`src/rtl/ram_arb_pkg.sv`:
```
`default_nettype none
// ============================================================================
//  Module      : ram_arb_pkg
//  Description : Shared definitions for the two-requester RAM arbiter:
//                default bus widths and the sequencer state encoding.
//  Revision    : 1.0  initial release
// ============================================================================
package ram_arb_pkg;

    localparam int C_DATA_W_DEF = 16;
    localparam int C_ADDR_W_DEF = 8;

    // Sequencer states. ISSUE carries the RAM strobes and CAPTURE exists
    // only for reads. ACK carries the single-cycle completion pulse.
    typedef enum logic [1:0] {
        ST_IDLE    = 2'd0,
        ST_ISSUE   = 2'd1,
        ST_CAPTURE = 2'd2,
        ST_ACK     = 2'd3
    } state_e;

endpackage : ram_arb_pkg
`default_nettype wire

```
`src/rtl/ram_arbiter_if.sv`:
```
`default_nettype none
// ============================================================================
//  Module      : ram_arbiter_if
//  Description : Bundle of the requester handshakes and the RAM-side bus.
//                The slave modport is the arbiter view. The master modport
//                is the view of the environment, which is the two
//                requesters plus the RAM.
//  Revision    : 1.0  initial release
// ============================================================================
interface ram_arbiter_if
    import ram_arb_pkg::*;
#(
    parameter int DATA_W = C_DATA_W_DEF,
    parameter int ADDR_W = C_ADDR_W_DEF
) ();

    // Requester 0 / 1 command side
    logic              req0;
    logic              req1;
    logic              we0;
    logic              we1;
    logic [ADDR_W-1:0] addr0;
    logic [ADDR_W-1:0] addr1;
    logic [DATA_W-1:0] wdata0;
    logic [DATA_W-1:0] wdata1;

    // Requester 0 / 1 completion side
    logic              ack0;
    logic              ack1;
    logic [DATA_W-1:0] rdata0;
    logic [DATA_W-1:0] rdata1;

    // RAM side
    logic              ram_init;
    logic              ram_wr;
    logic              ram_rd;
    logic [ADDR_W-1:0] ram_addr;
    logic [DATA_W-1:0] ram_wdata;
    logic [DATA_W-1:0] ram_rdata;

    modport slave (
        input  req0, req1, we0, we1, addr0, addr1, wdata0, wdata1, ram_rdata,
        output ack0, ack1, rdata0, rdata1,
        output ram_init, ram_wr, ram_rd, ram_addr, ram_wdata
    );

    modport master (
        output req0, req1, we0, we1, addr0, addr1, wdata0, wdata1, ram_rdata,
        input  ack0, ack1, rdata0, rdata1,
        input  ram_init, ram_wr, ram_rd, ram_addr, ram_wdata
    );

endinterface : ram_arbiter_if
`default_nettype wire

```
`src/rtl/rr_arb2.sv`:
```
`default_nettype none
// ============================================================================
//  Module      : rr_arb2
//  Description : Combinational two-way round-robin picker. A lone requester
//                always wins. On contention, the requester that was not
//                granted last time wins.
//  Revision    : 1.0  initial release
// ============================================================================
module rr_arb2
    import ram_arb_pkg::*;
(
    input  wire logic [1:0] req,
    input  wire logic       last_grant,
    output logic            grant,
    output logic            valid
);

    // Pick the winner index from the request pair and the previous winner.
    always_comb begin
        valid = |req;
        grant = 1'b0;
        if (req == 2'b11) begin
            grant = ~last_grant;
        end else if (req[1]) begin
            grant = 1'b1;
        end
    end

endmodule : rr_arb2
`default_nettype wire

```
`src/rtl/ram_arbiter.sv`:
```
`default_nettype none
// ============================================================================
//  Module      : ram_arbiter
//  Description : Two-requester round-robin arbiter in front of a
//                single-port RAM that has a registered read output. Only one
//                operation is in flight at a time.
//                Write latency: IDLE -> ISSUE -> ACK.
//                Read latency:  IDLE -> ISSUE -> CAPTURE -> ACK.
//                Every output comes from a flop.
//  Revision    : 1.0  initial release
// ============================================================================
module ram_arbiter
    import ram_arb_pkg::*;
#(
    parameter int DATA_W = C_DATA_W_DEF,
    parameter int ADDR_W = C_ADDR_W_DEF
) (
    input  wire logic    clk,
    input  wire logic    rst_n,
    ram_arbiter_if.slave bus
);

    // ------------------------------------------------------------------
    // State and output registers
    // ------------------------------------------------------------------
    state_e              state_q,      state_d;
    logic                last_grant_q, last_grant_d;
    logic                win_q,        win_d;      // winner of the current op
    logic                cmd_we_q,     cmd_we_d;   // latched write flag
    logic [ADDR_W-1:0]   ram_addr_q,   ram_addr_d; // doubles as the address latch
    logic [DATA_W-1:0]   ram_wdata_q,  ram_wdata_d;// doubles as the data latch
    logic                ram_init_q,   ram_init_d;
    logic                ram_wr_q,     ram_wr_d;
    logic                ram_rd_q,     ram_rd_d;
    logic                ack0_q,       ack0_d;
    logic                ack1_q,       ack1_d;
    logic [DATA_W-1:0]   rdata0_q,     rdata0_d;
    logic [DATA_W-1:0]   rdata1_q,     rdata1_d;

    // ------------------------------------------------------------------
    // Arbitration
    // ------------------------------------------------------------------
    logic                w_grant;
    logic                w_any_req;

    rr_arb2 u_rr_arb2 (
        .req        ({bus.req1, bus.req0}),
        .last_grant (last_grant_q),
        .grant      (w_grant),
        .valid      (w_any_req)
    );

    // Command fields of the requester that the picker selected
    logic                w_sel_we;
    logic [ADDR_W-1:0]   w_sel_addr;
    logic [DATA_W-1:0]   w_sel_wdata;

    // Steer the winner's command fields toward the latches.
    always_comb begin
        w_sel_we    = w_grant ? bus.we1    : bus.we0;
        w_sel_addr  = w_grant ? bus.addr1  : bus.addr0;
        w_sel_wdata = w_grant ? bus.wdata1 : bus.wdata0;
    end

    // Next-state and next-output logic for the sequencer.
    always_comb begin
        state_d      = state_q;
        last_grant_d = last_grant_q;
        win_d        = win_q;
        cmd_we_d     = cmd_we_q;
        ram_addr_d   = ram_addr_q;
        ram_wdata_d  = ram_wdata_q;
        rdata0_d     = rdata0_q;
        rdata1_d     = rdata1_q;
        // Strobes and acks are single-cycle pulses, so they default low.
        ram_init_d   = 1'b0;
        ram_wr_d     = 1'b0;
        ram_rd_d     = 1'b0;
        ack0_d       = 1'b0;
        ack1_d       = 1'b0;

        case (state_q)
            ST_IDLE: begin
                if (w_any_req) begin
                    win_d        = w_grant;
                    last_grant_d = w_grant;
                    cmd_we_d     = w_sel_we;
                    ram_addr_d   = w_sel_addr;
                    ram_wdata_d  = w_sel_wdata;
                    ram_init_d   = 1'b1;
                    ram_wr_d     = w_sel_we;
                    ram_rd_d     = ~w_sel_we;
                    state_d      = ST_ISSUE;
                end
            end

            ST_ISSUE: begin
                // A write is complete once the strobe edge has passed.
                // A read must wait one more cycle for the RAM output
                // register to fill.
                if (cmd_we_q) begin
                    ack0_d  = ~win_q;
                    ack1_d  = win_q;
                    state_d = ST_ACK;
                end else begin
                    state_d = ST_CAPTURE;
                end
            end

            ST_CAPTURE: begin
                if (win_q) begin
                    rdata1_d = bus.ram_rdata;
                end else begin
                    rdata0_d = bus.ram_rdata;
                end
                ack0_d  = ~win_q;
                ack1_d  = win_q;
                state_d = ST_ACK;
            end

            ST_ACK: begin
                state_d = ST_IDLE;
            end

            default: begin
                state_d = ST_IDLE;
            end
        endcase
    end

    // All state and output registers. Reset drops any operation in flight.
    always_ff @(posedge clk or negedge rst_n) begin
        if (!rst_n) begin
            state_q      <= ST_IDLE;
            last_grant_q <= 1'b1;
            win_q        <= 1'b0;
            cmd_we_q     <= 1'b0;
            ram_addr_q   <= '0;
            ram_wdata_q  <= '0;
            ram_init_q   <= 1'b0;
            ram_wr_q     <= 1'b0;
            ram_rd_q     <= 1'b0;
            ack0_q       <= 1'b0;
            ack1_q       <= 1'b0;
            rdata0_q     <= '0;
            rdata1_q     <= '0;
        end else begin
            state_q      <= state_d;
            last_grant_q <= last_grant_d;
            win_q        <= win_d;
            cmd_we_q     <= cmd_we_d;
            ram_addr_q   <= ram_addr_d;
            ram_wdata_q  <= ram_wdata_d;
            ram_init_q   <= ram_init_d;
            ram_wr_q     <= ram_wr_d;
            ram_rd_q     <= ram_rd_d;
            ack0_q       <= ack0_d;
            ack1_q       <= ack1_d;
            rdata0_q     <= rdata0_d;
            rdata1_q     <= rdata1_d;
        end
    end

    // ------------------------------------------------------------------
    // Outputs
    // ------------------------------------------------------------------
    assign bus.ack0      = ack0_q;
    assign bus.ack1      = ack1_q;
    assign bus.rdata0    = rdata0_q;
    assign bus.rdata1    = rdata1_q;
    assign bus.ram_init  = ram_init_q;
    assign bus.ram_wr    = ram_wr_q;
    assign bus.ram_rd    = ram_rd_q;
    assign bus.ram_addr  = ram_addr_q;
    assign bus.ram_wdata = ram_wdata_q;

endmodule : ram_arbiter
`default_nettype wire

```
`src/flat_wrapper.sv`:
```
// flat-port wrapper written by rule: the top's interface ports become plain ports
module ram_arbiter_flat import ram_arb_pkg::*;
#(
    parameter int DATA_W = C_DATA_W_DEF,
    parameter int ADDR_W = C_ADDR_W_DEF
)
  (clk, rst_n, bus_req0, bus_req1, bus_we0, bus_we1, bus_addr0, bus_addr1, bus_wdata0, bus_wdata1, bus_ram_rdata, bus_ack0, bus_ack1, bus_rdata0, bus_rdata1, bus_ram_init, bus_ram_wr, bus_ram_rd, bus_ram_addr, bus_ram_wdata);
  ram_arbiter_if #(.DATA_W(DATA_W), .ADDR_W(ADDR_W)) bus_i ();
  input  wire logic clk;
  input  wire logic rst_n;
  input wire logic [$bits(bus_i.req0)-1:0] bus_req0;
  input wire logic [$bits(bus_i.req1)-1:0] bus_req1;
  input wire logic [$bits(bus_i.we0)-1:0] bus_we0;
  input wire logic [$bits(bus_i.we1)-1:0] bus_we1;
  input wire logic [$bits(bus_i.addr0)-1:0] bus_addr0;
  input wire logic [$bits(bus_i.addr1)-1:0] bus_addr1;
  input wire logic [$bits(bus_i.wdata0)-1:0] bus_wdata0;
  input wire logic [$bits(bus_i.wdata1)-1:0] bus_wdata1;
  input wire logic [$bits(bus_i.ram_rdata)-1:0] bus_ram_rdata;
  output wire logic [$bits(bus_i.ack0)-1:0] bus_ack0;
  output wire logic [$bits(bus_i.ack1)-1:0] bus_ack1;
  output wire logic [$bits(bus_i.rdata0)-1:0] bus_rdata0;
  output wire logic [$bits(bus_i.rdata1)-1:0] bus_rdata1;
  output wire logic [$bits(bus_i.ram_init)-1:0] bus_ram_init;
  output wire logic [$bits(bus_i.ram_wr)-1:0] bus_ram_wr;
  output wire logic [$bits(bus_i.ram_rd)-1:0] bus_ram_rd;
  output wire logic [$bits(bus_i.ram_addr)-1:0] bus_ram_addr;
  output wire logic [$bits(bus_i.ram_wdata)-1:0] bus_ram_wdata;
  assign bus_i.req0 = bus_req0;
  assign bus_i.req1 = bus_req1;
  assign bus_i.we0 = bus_we0;
  assign bus_i.we1 = bus_we1;
  assign bus_i.addr0 = bus_addr0;
  assign bus_i.addr1 = bus_addr1;
  assign bus_i.wdata0 = bus_wdata0;
  assign bus_i.wdata1 = bus_wdata1;
  assign bus_i.ram_rdata = bus_ram_rdata;
  assign bus_ack0 = bus_i.ack0;
  assign bus_ack1 = bus_i.ack1;
  assign bus_rdata0 = bus_i.rdata0;
  assign bus_rdata1 = bus_i.rdata1;
  assign bus_ram_init = bus_i.ram_init;
  assign bus_ram_wr = bus_i.ram_wr;
  assign bus_ram_rd = bus_i.ram_rd;
  assign bus_ram_addr = bus_i.ram_addr;
  assign bus_ram_wdata = bus_i.ram_wdata;
  ram_arbiter #(.DATA_W(DATA_W), .ADDR_W(ADDR_W)) u_core (.clk(clk), .rst_n(rst_n), .bus(bus_i));
endmodule
```
`config.mk`:
```
export PLATFORM = sky130hd
export DESIGN_NAME = ram_arbiter_flat
export DESIGN_NICKNAME = d
export VERILOG_FILES = /design/src/rtl/ram_arb_pkg.sv /design/src/rtl/ram_arbiter_if.sv /design/src/rtl/rr_arb2.sv /design/src/rtl/ram_arbiter.sv /design/src/flat_wrapper.sv
export SDC_FILE = /design/constraint.sdc
export NUM_CORES = 1
export LEC_CHECK = 0
export CAP_MARGIN = 30
export CORE_AREA = 2 2 83 85
export CTS_CLUSTER_DIAMETER = 200
export DETAILED_ROUTE_END_ITERATION = 8
export DIE_AREA = 0 0 85 87
export PLACE_DENSITY = 0.84
export SLEW_MARGIN = 40
export SYNTH_ARGS = -nofsm -noshare
export SYNTH_HDL_FRONTEND = slang
export SYNTH_HIERARCHICAL = 1
export SYNTH_SLANG_ARGS = --single-unit
```
`constraint.sdc`:
```
create_clock -name clk -period 2.93 [get_ports clk]
set_input_delay 0.586 -clock clk [delete_from_list [all_inputs] [get_ports clk]]
set_output_delay 0.586 -clock clk [all_outputs]
set_load 0.02 [all_outputs]
```
==> results.rst <==
.. list-table::
   :header-rows: 1

   * - Metric
     - Value
   * - Skew-Pair Late Insertion Delay
     - 0.33 ns
   * - Clock tree sinks
     - 66
   * - Top post-synthesis cells by area
     - dfrtp_1, mux2_2, mux2i_1, a21oi_1, ha_1
   * - Reg2Reg Depth
     - 6
   * - Total power divided by cell area
     - 1110 nW/um2
   * - Achievable clock frequency
     - 0.516 GHz
   * - Count of antenna-violating nets left after detailed routing
     - 0
   * - Setup Viol. Count Final
     - 0
   * - Initial Util
     - 42.6%
   * - Pre-CTS WS
     - 0.661 ns
   * - Buffer cell driving the clock tree root
     - clkbuf_8
   * - Maximum cell stage delay along the critical path
     - 0.55 ns
   * - Worst slew margin relative to its limit
     - 59.4%
   * - DRC violations left
     - 0
   * - Start point of the critical path
     - u_core/state_q[1]$_DFFE_PN0P_
   * - Total standard cell area after synthesis
     - 2800 um2
   * - Clock input transition at the sequential cells of the worst setup and hold paths
     - 0.08 ns
   * - Most common library cell in the layout ignoring fill and taps
     - clkdlybuf4s50_1
   * - Post-CTS Setup Repair Bufs
     - 0
   * - Number of clock buffers inserted by TritonCTS
     - 9
   * - Number of placement rows
     - 30
   * - RSZ-0062 raised after global routing
     - no
   * - Number of maximum-capacitance violations
     - 0
   * - Largest fanout on the critical path
     - 27
   * - Global-route met2 utilization
     - 33.2%
   * - Sequential fraction of the synthesis area
     - 59.1%
   * - CP Buf/Inv Count
     - 3
   * - Y dimension of the die
     - 87 um
   * - Post-detailed-routing wire length
     - 6950 um
   * - Synth Register Bits
     - 66
   * - Grt total ovfl
     - 0
   * - Kind of cell adding the most delay to the critical path
     - adder cells
   * - Final TNS setup
     - 0 ns
   * - Avg Synthesized Cell Area
     - 13.3 um2
   * - Number of buffers added on ports
     - 130
   * - FF-to-FF setup slack
     - 0.99 ns
   * - Horizontal die dimension
     - 85 um
   * - Hold violation count in the final report
     - 0
   * - Critical path class
     - reg2reg
   * - Leakage
     - 1.83 nW
   * - Instance count of the mapped netlist
     - 210
   * - Net Count, Synth
     - 283
   * - Yosys top cell area share
     - 58.2%
   * - Worst endpoint data arrival time
     - 2.13 ns
   * - Result of the run
     - finished clean
   * - Count of TritonRoute iterations in the first routing pass
     - 4
   * - TritonCTS clock tree
     - built
   * - Slew Viols, Final
     - 0
   * - Number of levels in the clock H-tree
     - 3
   * - Setup crit end kind
     - register
   * - Core area
     - 6570 um2
   * - Via count of the first global-routing pass
     - 2314
   * - Cells along the critical path
     - inv_1 -> ha_1 -> nand2_1 -> inv_2 -> buf_4 -> a21oi_1
   * - Routed wire length per instance
     - 16.2 um
   * - Worst reg2reg endpoint
     - u_core/bus.ram_addr[0]$_DFFE_PN0P_
   * - Total number of vias
     - 2166
   * - Worst path required time
     - 3.12 ns
   * - Final setup margin
     - 0.992 ns
   * - Cell with the largest stage delay on the worst path
     - ha_1
   * - Post-CTS sizing
     - 0
   * - Reg-to-reg startpoint
     - u_core/state_q[1]$_DFFE_PN0P_
   * - Placed inst area
     - 4170 um2
   * - Number of fillers in the final layout
     - 506
   * - Final nets
     - 416
   * - Antenna violations before repair
     - 0
   * - Hold WC Path Type
     - in2async
   * - Count of different cell masters after synthesis
     - 24
   * - Area used by multi-input combinational logic
     - 1040 um2
   * - Share of post-route cells with drive strength above 1
     - 17.8%
   * - Final worst clock skew
     - 0.00966 ns
   * - Slew at the pin closest to its max-slew limit
     - 0.608 ns
   * - Die area
     - 7400 um2
   * - Global-route met3 utilization
     - 6.64%
   * - Cell taking the most area after synthesis
     - dfrtp_1
   * - GR Util All Layers
     - 19.4%
   * - Critical path startpoint category
     - register
   * - Final period demand of the worst path
     - 1.94 ns
   * - Largest net degree at the start of global routing
     - 35
   * - Diodes inserted
     - 0
   * - Final HPWL from detailed placement
     - 5040 um
   * - Depth of the critical timing path with buffers and inverters included
     - 6
   * - Iteration-0 DRC count of the detailed router
     - 68
   * - Placer Congestion
     - 0.744
   * - Busiest grt layer
     - met2
   * - Worst vdd rail ir drop
     - 689 uV
   * - YS warnings
     - 6
   * - Post-CTS Hold Buffers
     - 0
   * - Final Hold Slack
     - 0.178 ns
   * - Global-route wire length before repair
     - 11100 um
   * - Number of buffers on the longest clock path
     - 2
   * - Area taken by flip-flops and latches
     - 1650 um2
   * - Final instance area
     - 4360 um2
   * - Area Growth Syn to Fin
     - 56.0%
   * - Top library cells by usage in the layout, fill and taps aside
     - clkdlybuf4s50_1, dfrtp_1, a21oi_1
   * - Via count normalized by instance count
     - 5.06
   * - Termination of the worst setup path
     - u_core/bus.ram_addr[0]$_DFFE_PN0P_
   * - Boundary Pins
     - 131
   * - Met1 track demand over resource
     - 23.0%
   * - Share of the clock period used by the worst path after layout
     - 66.2%
==> worst min path at each step <==
stage | from | endpoint | depth (start not counted)
6_report | rst_n | u_core/bus.rdata0[4]$_DFFE_PN0P_ | 1
3_5_place_dp | u_core/bus.rdata1[9]$_DFFE_PN0P_ | u_core/bus.rdata1[9]$_DFFE_PN0P_ | 1
5_1_grt | rst_n | u_core/bus.rdata0[4]$_DFFE_PN0P_ | 1
3_3_place_gp | u_core/bus.rdata1[7]$_DFFE_PN0P_ | u_core/bus.rdata1[7]$_DFFE_PN0P_ | 1
2_1_floorplan | rst_n | u_core/bus.ack0$_DFF_PN0_ | 0
4_1_cts | rst_n | u_core/bus.rdata0[4]$_DFFE_PN0P_ | 1
==> cell families after synthesis <==
logic type                 share of synthesized area, %
DFF                                                59.1
adders and majority gates                          1.34
muxes                                              23.9
AOI/OAI and AO/OA                                  9.58
buffers and inverters                              3.98
and+or+nand+nor                                    2.10
==> final cells by class <==
cell class / instances / area share (%)
tap: 80 / 2.29
sequential: 66 / 37.9
multi-input combinational: 127 / 23.9
clock buffer: 11 / 3.01
inverter: 3 / 0.258
clock inverter: 5 / 1.26
timing repair buffer: 136 / 31.4
==> where the power goes <==
part           switching [mW]  internal, mW  total, mW
Combinational            1.20          1.28       2.48
Clock                   0.346         0.391      0.737
Sequential              0.251          1.37       1.62
Total                    1.80          3.04       4.84
==> layer usage <==
metal	share of wire, %	vias up
li1	-	1014
met1	42	1061
met2	50	84
met3	6.9	7
met4	0.79	0
met5	0	-
==> sequential cells by signal, summed over array words and instances, names as in the netlist, 2 cells and up <==
name                  count
u_core/bus.rdata1        16
u_core/bus.ram_wdata     16
u_core/state_q            2
u_core/bus.ram_addr       8
u_core/bus.rdata0        16
==> per-stage QoR <==
stage / power (mW) / utilization [%] / cells
after detailed placement: 4.14 / 63.5 / 412
after global placement: 4.06 / 63.5 / 412
after CTS: 4.89 / 66.4 / 428
after global routing: 5.13 / 66.4 / 428
after floorplan: 2.99 / - / 210
final: 4.84 / 66.4 / 428
==> cells in the mapped netlist (all sizes together) <==
cell type / instances
dfrtp: 65
a21oi: 52
mux2: 35
mux2i: 27
buf: 12
ha: 3
inv: 3
clkbuf: 2
nand2: 2
a21boi: 1
and2: 1
and3b: 1
dfstp: 1
nand2b: 1
nor2: 1
nor2b: 1
nor3b: 1
or2: 1
==> worst register-to-register path, cell delays in order (launching register included) <==
cell     delay [ns]
dfrtp_1        0.41
inv_1          0.09
ha_1           0.55
nand2_1        0.23
inv_2          0.10
buf_4          0.29
a21oi_1        0.13
Power figures use the tool's default switching activity.
